## src/rtl/mem_bus_pkg.sv

```systemverilog
// Shared definitions for the byte-addressed core/GPU memory bus and its slaves.
// Holds bus widths, response-entry layout, error-counter width and region bases.
package mem_bus_pkg;

   localparam int BW        = 32;
   localparam int DW_DEF    = 32;
   localparam int ERR_CNT_W = 16;

   localparam logic [BW-1:0] BRAM_BASE   = 32'h0000_0000;
   localparam logic [BW-1:0] PERIPH_BASE = 32'h1000_0000;

   typedef struct packed {
      logic [DW_DEF-1:0] rdata;
      logic              err;
   } rsp_entry_t;

endpackage

```

## src/rtl/rsp_fifo2.sv

```systemverilog
// Two-entry in-order FIFO carrying bus responses; head_data shows the oldest entry.
// The caller never pushes into a full FIFO unless it pops in the same cycle.
module rsp_fifo2 #(
   parameter int W = 33
) (
   input  logic         clk,
   input  logic         rst_n,
   input  logic         push,
   input  logic [W-1:0] push_data,
   input  logic         pop,
   output logic [W-1:0] head_data,
   output logic [1:0]   count
);

   logic [W-1:0] entries [2];
   logic         wr_ptr;
   logic         rd_ptr;

   // NOTE: the two storage entries are reset as well so the head reads as zero
   // while in reset; for a 2-deep FIFO that costs almost nothing.
   always_ff @(posedge clk or negedge rst_n) begin
      if (!rst_n) begin
         entries[0] <= '0;
         entries[1] <= '0;
         wr_ptr     <= 1'b0;
         rd_ptr     <= 1'b0;
         count      <= 2'd0;
      end else begin
         if (push) begin
            entries[wr_ptr] <= push_data;
            wr_ptr          <= ~wr_ptr;
         end
         if (pop) rd_ptr <= ~rd_ptr;
         case ({push, pop})
            2'b10:   count <= count + 2'd1;
            2'b01:   count <= count - 2'd1;
            default: ;
         endcase
      end
   end

   assign head_data = entries[rd_ptr];

endmodule

```

## src/rtl/bram_bus_slave.sv

```systemverilog
// Bus front end for a single-port byte-writable BRAM with combinational read.
// Decodes/aligns each command, drives the BRAM pins and queues one response per command.
module bram_bus_slave
   import mem_bus_pkg::*;
#(
   parameter int              DP        = 512,
   parameter int              DW        = 32,
   parameter int              MW        = DW / 8,
   parameter int              AW        = $clog2(DP),
   parameter logic [BW-1:0]   BASE_ADDR = BRAM_BASE
) (
   input  logic                 clk,
   input  logic                 rst_n,
   input  logic                 cmd_valid,
   output logic                 cmd_ready,
   input  logic [BW-1:0]        cmd_addr,
   input  logic                 cmd_read,
   input  logic [DW-1:0]        cmd_wdata,
   input  logic [MW-1:0]        cmd_wmask,
   output logic                 rsp_valid,
   input  logic                 rsp_ready,
   output logic [DW-1:0]        rsp_rdata,
   output logic                 rsp_err,
   output logic [ERR_CNT_W-1:0] err_cnt,
   output logic [AW-1:0]        bram_addr,
   output logic [DW-1:0]        bram_wdata,
   output logic [MW-1:0]        bram_sel,
   output logic                 bram_we,
   input  logic [DW-1:0]        bram_rdata
);

   localparam int            LW   = $clog2(MW);
   localparam logic [BW-1:0] SPAN = BW'(DP * MW);

   logic [BW-1:0] offset;
   logic          err;
   logic          accept;
   logic          pop;
   logic [1:0]    fifo_count;
   logic [DW:0]   push_data;
   logic [DW:0]   head_data;

   // An address below the base wraps to a huge offset and lands in the error range.
   assign offset = cmd_addr - BASE_ADDR;
   assign err    = (offset >= SPAN) | (offset[LW-1:0] != '0);

   assign bram_addr  = offset[LW+AW-1:LW];
   assign bram_wdata = cmd_wdata;
   assign bram_sel   = cmd_wmask;

   // cmd_ready depends on registered occupancy only, never on rsp_ready.
   assign cmd_ready = (fifo_count != 2'd2);
   assign accept    = cmd_valid & cmd_ready & rst_n;
   assign bram_we   = accept & ~cmd_read & ~err;

   assign push_data = {(cmd_read & ~err) ? bram_rdata : '0, err};
   assign rsp_valid = (fifo_count != 2'd0);
   assign pop       = rsp_valid & rsp_ready;

   rsp_fifo2 #(.W(DW + 1)) u_rsp_fifo (
      .clk       (clk),
      .rst_n     (rst_n),
      .push      (accept),
      .push_data (push_data),
      .pop       (pop),
      .head_data (head_data),
      .count     (fifo_count)
   );

   assign rsp_rdata = head_data[DW:1];
   assign rsp_err   = head_data[0];

   // NOTE: state registers use non-blocking assignments so every flop samples
   // pre-edge values regardless of process ordering.
   always_ff @(posedge clk or negedge rst_n) begin
      if (!rst_n) begin
         err_cnt <= '0;
      end else if (accept && err && (err_cnt != '1)) begin
         err_cnt <= err_cnt + 1'b1;
      end
   end

endmodule
```

## config.mk

```make
export PLATFORM = sky130hd
export DESIGN_NAME = bram_bus_slave
export DESIGN_NICKNAME = d
export VERILOG_FILES = /design/src/rtl/mem_bus_pkg.sv /design/src/rtl/rsp_fifo2.sv /design/src/rtl/bram_bus_slave.sv
export SDC_FILE = /design/constraint.sdc
export NUM_CORES = 1
export LEC_CHECK = 0
export BUFFER_PORTS_ARGS = -buffer_cell sky130_fd_sc_hd__buf_4
export CORE_UTILIZATION = 25
export CTS_BUF_LIST = sky130_fd_sc_hd__clkbuf_4
export DETAILED_ROUTE_END_ITERATION = 8
export PLACE_DENSITY = 0.5
export SLEW_MARGIN = 10
export SYNTH_ARGS = -nofsm -noshare
export SYNTH_HDL_FRONTEND = slang
export SYNTH_SLANG_ARGS = --single-unit
```

## constraint.sdc

```tcl
create_clock -name clk -period 2.7 [get_ports clk]
set_input_delay 0.27 -clock clk [delete_from_list [all_inputs] [get_ports clk]]
set_output_delay 0.27 -clock clk [all_outputs]
set_load 0.03 [all_outputs]
```

==> metrics <==
status=complete, no violations; Overflow after GRT=0; met3 WL=865 um; Critical Path Slowest Stage Cell=dfrtp_2; Hold EP=u_rsp_fifo.entries[7]$_DFFE_PN0P_; final net count=606; Area Growth Syn to Fin=21.9%; syn avg cell area=9.85 um2; Root Buffer=clkbuf_4; Commonest cells post-synth=110 x nand2_1, 86 x dfrtp_1, 60 x o21ai_1; sw power=0.00106 W; Pwr per Cell Area=636 mW/mm2; CTS sink cnt=86; final worst clock skew=0.0177 ns; synth top area cells=dfrtp_1 50%, nand2_1 9.6%, mux2_2 8.9%, buf_4 8.2%, o21ai_1 7.0%; Tcrit/Tclk final=0.857; sequential share of power=0.473; Peak Freq=0.432 GHz; hold crit path type=in2reg; max-cap check violation count=0; #FFs+latches synth=86; cell taking the most area after synthesis=dfrtp_1; post-DR wirelength/cell=14.3 um; CP Launch Type=flip-flop; number of synthesized flops with an enable pin=0; Met1 Wirelength=4750 um; Filler cells=1770; Worst-Margin Slew=0.904 ns; ANT nets after route=0; Ports=202; final hold vios=0; hpwl dp=7340 um; DR top layer=met4; via-per-instance ratio=4.41; DRT Pass-1 Iters=4; layout cells sized above 1=0.369; GR Util All Layers=0.125; clock tree from TritonCTS=built; 1st-iter DRT viols=94; H-tree Lvls=3; top-area cell type share of the netlist area=0.500; area of the core=0.0167 mm2; worst setup path class=reg2out; r2r startpoint=err_cnt[0]$_DFFE_PN0P_; Total Power=0.00333 W; Post-CTS Resized=0; fin worst setup slack=0.386 ns; Worst R2R End=err_cnt[4]$_DFFE_PN0P_; switching part of the total=0.317; max-slew violation count=0; R2R Setup Slk=0.60 ns; vias in the first global route=3307; total CTS buffers=9; Critical Path, Cell by Cell=mux2_2 > buf_4; DIE AREA=0.0178 mm2; Leak=2.43 nW; routed length on met2=4530 um; syn_nets=544; Async SR Flop Fraction=1.00; Syn. warnings=0; hold depth=3; Setup TNS=0 ns; dpl ws=0.623 ns; worst-path fanout max=34; Clock Latency Late Sink=0.44 ns; worst reg-to-reg path cell count=7; Max Root-Sink Buffers=2; RSZ-0062 raised after global routing=no; Core Rows=47; port buffer count=111; initial antenna violation count=0; Worst-path clk slew=0.14 ns; final critical-path required period=2.31 ns; final setup violation count=0; Die W=133 um; CP endpoint kind=primary output; DRC Markers=0; Min-Delay Startpoint=bram_rdata[6]; DR vias=3193; Max VDD drop=424 uV; Synth Instances=437; mapped cell area=0.00431 mm2; WL final=10400 um; post-synth cell types=34; WP data arrival=2.04 ns; CP peak stage delay=0.98 ns; Gate power share=0.224; sequential area share after synthesis=0.500; count leader, synth=nand2_1; first-pass GRT wire length=17100 um; Placer Congestion=0.807; starting density of the core=0.258; ys flop type=dfrtp_1; Min Hold Slack=0.0752 ns; n_diodes=0; largest net degree at the start of global routing=51; Die Height=133 um; relative slew slack=0.397; Int Pwr=0.00228 W; Critical Path RT=2.43 ns; Clock power frac=0.303
flip-flops by register name, indices dropped and copies added (netlist names):
| signal | flops |
|---|---|
| u_rsp_fifo.wr_ptr | 1 |
| u_rsp_fifo.count | 2 |
| u_rsp_fifo.entries | 66 |
| err_cnt | 16 |
| u_rsp_fifo.rd_ptr | 1 |
timing repair:
action                                 in CTS  in global routing
hold buffers                                1                  0
endpoints found under the hold margin      36                  0
setup buffers                               0                  0
through the flow:
step                      std cells   util  instance area (um2)
after floorplan                 437      -                 4310
after global placement          707  0.301                 5030
after detailed placement        707  0.301                 5030
after CTS                       724  0.314                 5250
after global routing            724  0.314                 5250
final                           724  0.314                 5250
layer usage:
| metal | vias up | track usage |
|---|---|---|
| li1 | 1550 | - |
| met1 | 1484 | 0.159 |
| met2 | 132 | 0.190 |
| met3 | 27 | 0.0415 |
| met4 | 0 | 0.0606 |
| met5 | - | 0 |
worst max-delay path, delay by kind of cell (launching register included):
family	cells	cell delay [ns]
multiplexers	1	0.45
flip-flops	1	0.98
buffers and inverters	1	0.18
cell families after synthesis:
| logic type | count (synthesis) | synth area share |
|---|---|---|
| simple gates | 157 | 0.176 |
| xor+xnor | 18 | 0.0366 |
| compound gates | 67 | 0.0805 |
| mux | 35 | 0.0915 |
| flops | 86 | 0.500 |
| buf+inv | 72 | 0.110 |
| fa+ha+maj | 2 | 0.00581 |
power groups by stage:
stage	Combinational (W)	Clock [W]	Sequential [W]
after floorplan	0.000614	0	0.00154
after global placement	0.000758	0	0.00160
after detailed placement	0.000762	0	0.00161
after CTS	0.000766	0.00106	0.00159
after global routing	0.000816	0.00112	0.00161
final	0.000747	0.00101	0.00158
cells in the final DEF (no fill, tap or decap), types with 2 or more instances in the layout:
| cell | count |
|---|---|
| nand3_1 | 7 |
| nor4_2 | 6 |
| nor2_1 | 6 |
| inv_1 | 4 |
| ha_1 | 2 |
| xor2_1 | 15 |
| buf_4 | 117 |
| nand2_1 | 109 |
| nor4_1 | 5 |
| dfrtp_1 | 85 |
| nor3_1 | 9 |
| o21ai_1 | 60 |
| clkbuf_4 | 10 |
| o21ai_0 | 6 |
| xnor2_1 | 3 |
| bufinv_16 | 4 |
| mux2_2 | 34 |
worst max path at each step:
stage / to / slack (ns) / start
after floorplan: bram_we / 0.41 / u_rsp_fifo.count[0]$_DFFE_PN0P_
after detailed placement: err_cnt[7]$_DFFE_PN0P_ / 0.62 / err_cnt[0]$_DFFE_PN0P_
after global placement: err_cnt[7]$_DFFE_PN0P_ / 0.71 / err_cnt[0]$_DFFE_PN0P_
final: rsp_rdata[28] / 0.39 / u_rsp_fifo.rd_ptr$_DFFE_PN0P_
after CTS: rsp_rdata[28] / 0.28 / u_rsp_fifo.rd_ptr$_DFFE_PN0P_
after global routing: rsp_rdata[28] / 0.25 / u_rsp_fifo.rd_ptr$_DFFE_PN0P_
layout make-up:
class,count,area (um2),area share
Clock buffer,10,75.1,0.0143
Clock inverter,6,134,0.0255
Inverter,4,15.0,0.00286
Multi-Input combinational cell,279,1690,0.321
Sequential cell,86,2150,0.410
Tap cell,220,275,0.0525
Timing Repair Buffer,119,908,0.173
No activity file was read; power rests on OpenSTA's default activity.
